**src/rtl/el2_pkg.sv**
```systemverilog
// -----------------------------------------------------------------------------
// el2_pkg
// Shared types and constants for the LSU ECC writeback path.
//   EL2_DCCM_BITS / EL2_DCCM_DATA_WIDTH / EL2_DCCM_ECC_WIDTH : default DCCM geometry
//   ECC_WB_CNT_MAX      : saturation value of the completed-writeback counter
//   el2_ecc_wb_entry_t  : one queued writeback {addr, data}
//   ecc_wb_push_count() : number of queue entries a capture needs (0..2)
// -----------------------------------------------------------------------------
package el2_pkg;

   localparam int EL2_DCCM_BITS       = 16;
   localparam int EL2_DCCM_DATA_WIDTH = 32;
   localparam int EL2_DCCM_ECC_WIDTH  = 7;

   localparam logic [15:0] ECC_WB_CNT_MAX = 16'hFFFF;

   // The entry layout follows the package geometry; a top-level instance
   // must use the same DCCM widths.
   typedef struct packed {
      logic [EL2_DCCM_BITS-1:0]       addr;
      logic [EL2_DCCM_DATA_WIDTH-1:0] data;
   } el2_ecc_wb_entry_t;

   function automatic logic [1:0] ecc_wb_push_count(input logic lo, input logic hi);
      return {1'b0, lo} + {1'b0, hi};
   endfunction

endpackage

```
**src/rtl/el2_lsu_ecc_wb_fifo.sv**
```systemverilog
// -----------------------------------------------------------------------------
// el2_lsu_ecc_wb_fifo
// Writeback queue: DEPTH entries, two push ports (lo then hi) and one pop port.
//   clk, rst_l          clock, asynchronous active-low reset
//   i_push_lo/i_push_hi push requests for this cycle
//   i_lo_entry/i_hi_entry entries to push (lo lands first)
//   i_pop               pop the head (ignored when empty)
//   o_head              head entry, read directly from storage
//   o_empty             queue holds no entries
//   o_busy              registered: occupancy > DEPTH-2
//   o_drop              push requested but not enough free entries
// A push is all-or-nothing and free space is measured before any same-cycle
// pop, so a full queue never accepts a capture even while it is draining.
// -----------------------------------------------------------------------------
module el2_lsu_ecc_wb_fifo
   import el2_pkg::*;
#(
   parameter int DEPTH = 4,
   parameter int W     = 48
) (
   input  logic         clk,
   input  logic         rst_l,
   input  logic         i_push_lo,
   input  logic         i_push_hi,
   input  logic [W-1:0] i_lo_entry,
   input  logic [W-1:0] i_hi_entry,
   input  logic         i_pop,
   output logic [W-1:0] o_head,
   output logic         o_empty,
   output logic         o_busy,
   output logic         o_drop
);

   localparam int PW = $clog2(DEPTH);
   localparam int CW = $clog2(DEPTH + 1);

   logic [W-1:0]  r_mem [DEPTH];
   logic [PW-1:0] r_wr_ptr;
   logic [PW-1:0] r_rd_ptr;
   logic [CW-1:0] r_occ;
   logic          r_busy;

   logic [1:0]    w_need;
   logic [CW-1:0] w_free;
   logic          w_accept;
   logic          w_pop;
   logic [PW-1:0] w_wr_ptr_p1;
   logic [W-1:0]  w_first_entry;
   logic [CW-1:0] w_occ_nxt;

   assign w_need   = ecc_wb_push_count(i_push_lo, i_push_hi);
   assign w_free   = CW'(DEPTH) - r_occ;
   assign w_accept = (w_need != 2'd0) && (CW'(w_need) <= w_free);
   assign o_drop   = (w_need != 2'd0) && !w_accept;
   assign w_pop    = i_pop && (r_occ != '0);

   // With both banks flagged lo takes the current slot and hi the next one.
   assign w_first_entry = i_push_lo ? i_lo_entry : i_hi_entry;
   assign w_wr_ptr_p1   = r_wr_ptr + PW'(1);

   assign w_occ_nxt = r_occ + (w_accept ? CW'(w_need) : CW'(0)) - CW'(w_pop);

   always_ff @(posedge clk or negedge rst_l) begin
      if (!rst_l) begin
         for (int i = 0; i < DEPTH; i++) begin
            r_mem[i] <= '0;
         end
         r_wr_ptr <= '0;
         r_rd_ptr <= '0;
         r_occ    <= '0;
         r_busy   <= 1'b0;
      end else begin
         if (w_accept) begin
            r_mem[r_wr_ptr] <= w_first_entry;
            if (w_need == 2'd2) begin
               r_mem[w_wr_ptr_p1] <= i_hi_entry;
            end
            // Truncation to PW bits gives the modulo-DEPTH wrap.
            r_wr_ptr <= r_wr_ptr + PW'(w_need);
         end
         if (w_pop) begin
            r_rd_ptr <= r_rd_ptr + PW'(1);
         end
         r_occ  <= w_occ_nxt;
         r_busy <= (w_occ_nxt > CW'(DEPTH - 2));
      end
   end

   assign o_head  = r_mem[r_rd_ptr];
   assign o_empty = (r_occ == '0);
   assign o_busy  = r_busy;

endmodule

```
**src/rtl/rvecc_encode.sv**
```systemverilog
// -----------------------------------------------------------------------------
// rvecc_encode
// Hamming SECDED encoder for a 32-bit DCCM word (39,32 code).
//   din     in  32  data word
//   ecc_out out  7  check bits; [5:0] Hamming parities, [6] overall parity
// Data bits occupy the non-power-of-two codeword positions 3,5,6,7,9..;
// ecc_out[i] is the XOR of the data bits whose position has bit i set.
// -----------------------------------------------------------------------------
module rvecc_encode (
   input  logic [31:0] din,
   output logic [6:0]  ecc_out
);

   assign ecc_out[0] = din[0]^din[1]^din[3]^din[4]^din[6]^din[8]^din[10]^din[11]^
                       din[13]^din[15]^din[17]^din[19]^din[21]^din[23]^din[25]^
                       din[26]^din[28]^din[30];

   assign ecc_out[1] = din[0]^din[2]^din[3]^din[5]^din[6]^din[9]^din[10]^din[12]^
                       din[13]^din[16]^din[17]^din[20]^din[21]^din[24]^din[25]^
                       din[27]^din[28]^din[31];

   assign ecc_out[2] = din[1]^din[2]^din[3]^din[7]^din[8]^din[9]^din[10]^din[14]^
                       din[15]^din[16]^din[17]^din[22]^din[23]^din[24]^din[25]^
                       din[29]^din[30]^din[31];

   assign ecc_out[3] = (^din[10:4]) ^ (^din[25:18]);
   assign ecc_out[4] = ^din[25:11];
   assign ecc_out[5] = ^din[31:26];

   // Overall parity covers the data and the six Hamming bits.
   assign ecc_out[6] = (^din[31:0]) ^ (^ecc_out[5:0]);

endmodule

```
**src/rtl/el2_lsu_ecc_wb.sv**
```systemverilog
// -----------------------------------------------------------------------------
// el2_lsu_ecc_wb
// Scrubs single-bit DCCM errors: captures the corrected words seen at R stage
// and writes them back with fresh ECC through a request/grant port.
//   clk, rst_l                  clock, asynchronous active-low reset
//   dec_tlu_core_ecc_disable    blocks new captures (queue still drains)
//   err_valid_r/err_lo_r/err_hi_r  single-error report and flagged banks
//   lsu_addr_r/end_addr_r       lo/hi bank addresses
//   sec_data_lo_r/sec_data_hi_r corrected lo/hi words
//   wb_req/wb_gnt               writeback request / grant (pop on req & gnt)
//   wb_addr/wb_data/wb_ecc      head write address, data and its ECC
//   wb_busy                     fewer than two free entries
//   wb_ovf                      sticky: a capture was dropped
//   wb_cnt                      saturating completed-writeback count
//   wb_clr                      clears wb_ovf and wb_cnt (wins over updates)
// Handshake: wb_req is high whenever the queue holds an entry; the head and
// wb_req stay stable until a cycle with wb_gnt high, which pops the head.
// wb_gnt while wb_req is low has no effect.
// -----------------------------------------------------------------------------
module el2_lsu_ecc_wb
   import el2_pkg::*;
#(
   parameter int DCCM_BITS       = EL2_DCCM_BITS,
   parameter int DCCM_DATA_WIDTH = EL2_DCCM_DATA_WIDTH,
   parameter int DCCM_ECC_WIDTH  = EL2_DCCM_ECC_WIDTH,
   parameter int DEPTH           = 4
) (
   input  logic                       clk,
   input  logic                       rst_l,
   input  logic                       dec_tlu_core_ecc_disable,
   input  logic                       err_valid_r,
   input  logic                       err_lo_r,
   input  logic                       err_hi_r,
   input  logic [DCCM_BITS-1:0]       lsu_addr_r,
   input  logic [DCCM_BITS-1:0]       end_addr_r,
   input  logic [DCCM_DATA_WIDTH-1:0] sec_data_lo_r,
   input  logic [DCCM_DATA_WIDTH-1:0] sec_data_hi_r,
   output logic                       wb_req,
   input  logic                       wb_gnt,
   output logic [DCCM_BITS-1:0]       wb_addr,
   output logic [DCCM_DATA_WIDTH-1:0] wb_data,
   output logic [DCCM_ECC_WIDTH-1:0]  wb_ecc,
   output logic                       wb_busy,
   output logic                       wb_ovf,
   output logic [15:0]                wb_cnt,
   input  logic                       wb_clr
);

   localparam int ENTRY_W = $bits(el2_ecc_wb_entry_t);

   el2_ecc_wb_entry_t w_lo_entry;
   el2_ecc_wb_entry_t w_hi_entry;
   el2_ecc_wb_entry_t w_head;

   logic        w_capture;
   logic        w_push_lo;
   logic        w_push_hi;
   logic        w_empty;
   logic        w_drop;
   logic        w_pop;
   logic        r_ovf;
   logic [15:0] r_cnt;

   assign w_capture = err_valid_r & ~dec_tlu_core_ecc_disable;
   assign w_push_lo = w_capture & err_lo_r;
   assign w_push_hi = w_capture & err_hi_r;

   // DCCM writes are whole bank words, so drop the byte offset.
   assign w_lo_entry.addr = {lsu_addr_r[DCCM_BITS-1:2], 2'b00};
   assign w_lo_entry.data = sec_data_lo_r;
   assign w_hi_entry.addr = {end_addr_r[DCCM_BITS-1:2], 2'b00};
   assign w_hi_entry.data = sec_data_hi_r;

   el2_lsu_ecc_wb_fifo #(
      .DEPTH (DEPTH),
      .W     (ENTRY_W)
   ) u_fifo (
      .clk        (clk),
      .rst_l      (rst_l),
      .i_push_lo  (w_push_lo),
      .i_push_hi  (w_push_hi),
      .i_lo_entry (w_lo_entry),
      .i_hi_entry (w_hi_entry),
      .i_pop      (w_pop),
      .o_head     (w_head),
      .o_empty    (w_empty),
      .o_busy     (wb_busy),
      .o_drop     (w_drop)
   );

   assign wb_req  = ~w_empty;
   assign w_pop   = wb_req & wb_gnt;
   assign wb_addr = w_head.addr;
   assign wb_data = w_head.data;

   rvecc_encode u_ecc (
      .din     (wb_data),
      .ecc_out (wb_ecc)
   );

   always_ff @(posedge clk or negedge rst_l) begin
      if (!rst_l) begin
         r_ovf <= 1'b0;
         r_cnt <= '0;
      end else if (wb_clr) begin
         r_ovf <= 1'b0;
         r_cnt <= '0;
      end else begin
         if (w_drop) begin
            r_ovf <= 1'b1;
         end
         if (w_pop && (r_cnt != ECC_WB_CNT_MAX)) begin
            r_cnt <= r_cnt + 16'd1;
         end
      end
   end

   assign wb_ovf = r_ovf;
   assign wb_cnt = r_cnt;

endmodule

```
**config.mk**
```make
export PLATFORM = sky130hd
export DESIGN_NAME = el2_lsu_ecc_wb
export DESIGN_NICKNAME = d
export VERILOG_FILES = /design/src/rtl/el2_pkg.sv /design/src/rtl/el2_lsu_ecc_wb_fifo.sv /design/src/rtl/rvecc_encode.sv /design/src/rtl/el2_lsu_ecc_wb.sv
export SDC_FILE = /design/constraint.sdc
export NUM_CORES = 1
export LEC_CHECK = 0
export CORE_MARGIN = 1
export CORE_UTILIZATION = 30
export DETAILED_ROUTE_END_ITERATION = 10
export PLACE_DENSITY_LB_ADDON = 0.05
export SETUP_SLACK_MARGIN = 0.2
export SLEW_MARGIN = 10
export SYNTH_ARGS = -nofsm -noshare
export SYNTH_HDL_FRONTEND = slang
export SYNTH_HIERARCHICAL = 1
export SYNTH_SLANG_ARGS = --single-unit
```
**constraint.sdc**
```tcl
create_clock -name clk -period 6.5 [get_ports clk]
set_input_delay 0.65 -clock clk [delete_from_list [all_inputs] [get_ports clk]]
set_output_delay 0.65 -clock clk [all_outputs]
set_load 0.005 [all_outputs]
```
==> impl_results.md <==
- Status: completed
- #FFs+latches synth: 217
- Initial antenna violation count: 0
- Ys async rst share: 100.0%
- CTS sink cnt: 217
- Worst Setup Start Kind: register
- Core footprint: 40100 sq um
- Maxcap violations: 0
- Critical path's top delay family: XOR/XNOR gates
- Sequential share of power: 19.3%
- Pin count of the biggest net entering global routing: 91
- Clk buf depth: 3
- CP required: 5.85 ns
- Reg2Reg Depth: 16
- Final Hold Viols: 0
- CTS tree: built
- Mapped Cells: 1000
- Final setup fails: 0
- End-of-flow core utilization: 38.35%
- Register Area: 5439 sq um
- Arrival time worst endpoint: 4.49 ns
- Hold WS: 0.1582 ns
- Share of the yosys chip area belonging to registers: 44.03%
- First-pass GRT wire length: 62980 um
- Critical-path cell list: buf_4 -> mux4_2 -> xnor3_1 -> xor2_1 -> xnor3_2 -> xnor3_1 -> xnor3_1 -> clkdlybuf4s50_1
- Synthesis Warnings: 6
- Die Wd: 204.7 um
- CP max stage cell: dfrtp_2
- Dominant cell type by area after synthesis: dfrtp_1
- DR pass1 iterations: 5
- Comb power frac: 68.4%
- Synth top area cells: dfrtp_1 (44%), o22a_1 (14%), mux4_2 (8.8%)
- Buffers on Ports: 173
- Finished Cell Area: 15380 sq um
- Die footprint: 41920 sq um
- Skew final: 0.01086 ns
- Via count: 9260
- Fin cells: 1677
- Fin crit share: 79.06%
- Hold Buf Count CTS: 0
- DP Wirelength: 25010 um
- Cell area after placement: 14450 sq um
- CP Buf/Inv Count: 2
- GRT Util Overall: 20.03%
- Setup TNS: 0 ns
- Remaining antenna violation count: 0
- Primary FF master, synth: dfrtp_1
- Area share of the largest cell type after synthesis: 44.03%
- Unrepaired setup endpoints after global routing: false
- Clock Latency Late Sink: 0.53 ns
- Mapped cell area: 12330 sq um
- Vias in the first global route: 9797
- Min Tclk post-route: 5.139 ns
- Post-CTS Setup Bufs: 0
- Die height: 204.7 um
- P&R area growth vs syn: 24.71%
- Rel. slew slack: 40.77%
- CTS H-tree lvls: 1
- Setup crit end kind: primary output
- Max FO, Critical Path: 24
- Internal power: 8.082 mW
- EDFF count, synth: 0
- Clock-pin slew on the worst setup and hold paths: 0.06 ns
- Initial DRC count: 457
- Total Wirelength: 41810 um
- Num CTS Buffers: 27
- Final worst slack: 1.361 ns
- Max Slew Vio Count: 0
- Achievable Freq: 0.1946 GHz
- Clock tree root buffer cell: clkbuf_16
- Initial Util: 30.75%
- Share of cells above drive strength 1: 13.02%
- Routed WL per cell: 24.93 um
- Crit Path Category: register to primary output
- Syn_area_per_cell: 12.33 sq um
- Sw frac: 36.54%
- CP most frequent cell: xnor3_1
- Placed insts: 1628
- Num ports: 178
- Post-CTS sizing: 0
- NetSw: 4.653 mW
- Combined area of the multi-input logic cells: 6395 sq um
- GPL Wtd Cong: 0.7423
- Total power: 12.73 mW
- Leak pwr: 5.659 nW
- Dpl ws: 1.693 ns
- Distinct cells, synth: 55
- Vias per cell: 5.522
- DRC violations left: 0
- Core Rows: 73
- Clk pwr share: 12.3%
- Max incr delay on CP: 0.93 ns
- Final #Nets: 1248
- Worst-Margin Slew: 0.8884 ns
- Worst path depth: 8
- Filler instances: 3918
- Worst Hold Class: input port to asynchronous set/reset pin
- Overflow after GRT: 0
- Worst VDD drop: 1250 uV
- PD cells: 828.1 nW/um^2
- N_diodes: 0
per-layer routing:
metal	global-route usage, %	vias to the layer above	part of all wire (%)
li1	-	4137	-
met1	27.97	4854	46
met2	32.99	226	48
met3	2.911	43	4.7
met4	3.731	0	1.6
met5	0	-	0
layout by cell type, fill, tap and decap left out, types with 22 or more instances in the layout:
cell type / n
xnor2_1: 39
mux2i_1: 96
o22a_1: 192
mux4_2: 48
a22oi_1: 96
buf_4: 22
clkdlybuf4s50_1: 172
nor2b_1: 54
clkbuf_16: 27
dfrtp_1: 214
power groups by stage:
stage	combinational [mW]	clock [mW]	sequential (mW)
finish	8.71	1.56	2.46
global route	9.31	1.67	2.55
CTS	8.89	1.62	2.47
detailed placement	8.85	0	2.49
global placement	8.80	0	2.48
floorplan	5.50	0	2.21
flip-flops by register name (all words and copies together), names as in the netlist:
signal           flops
u_fifo/r_mem       192
wb_cnt              16
u_fifo/r_occ         3
u_fifo/r_rd_ptr      2
u_fifo/r_wr_ptr      2
u_fifo/o_busy        1
wb_ovf               1
Yosys cell counts (3+ instances only):
library cell	instances
inv_1	15
nor2_1	16
buf_2	49
mux4_2	48
nand3_1	4
clkbuf_2	3
xnor2_1	39
nor4_1	4
nor3_1	3
buf_6	7
o22a_1	192
o21ai_0	10
mux2i_1	96
ha_1	11
nor2b_1	54
mux2_2	4
or4_1	4
nand4_1	5
clkbuf_1	26
a21oi_1	11
or3_1	7
nand2_1	11
buf_4	12
xor2_1	13
a22oi_1	96
xnor3_1	6
dfrtp_1	217
cell families (layout without fill, tap and decap cells):
family,Yosys count,count (layout),synth area share [%]
simple gates,125,125,6.057
compound gates,320,320,21.05
fa+ha+maj,12,12,1.278
flops,217,217,44.03
other cells,1,6,0.03041
buf+inv,112,259,4.728
mux,148,148,16.92
xor+xnor,65,65,5.895
path summary, 6_finish.rpt:
check | startpoint | end | slack, ns
worst max-delay path | u_fifo/r_rd_ptr[0] | wb_ecc[6] | 1.36
worst min-delay path | rst_l | u_fifo/r_mem[57] | 0.16
worst max register to register | u_fifo/r_occ[0] | u_fifo/o_busy | 3.15
worst min register to register | u_fifo/r_mem[46] | u_fifo/r_mem[46] | 0.48
max in group asynchronous | rst_l | u_fifo/r_rd_ptr[1] | 4.82
min in group clk | u_fifo/r_mem[46] | u_fifo/r_mem[46] | 0.48
cell type report:
cell class                      instances  area share, %
Sequential cell                       217          35.37
Timing Repair Buffer                  195          12.37
Clock buffer                           36          5.134
Multi-Input combinational cell        676          41.58
Tap cell                              525          4.271
Inverter                               15         0.3661
Clock inverter                         13         0.9112
Note: power is estimated with default switching activity, not from simulation.
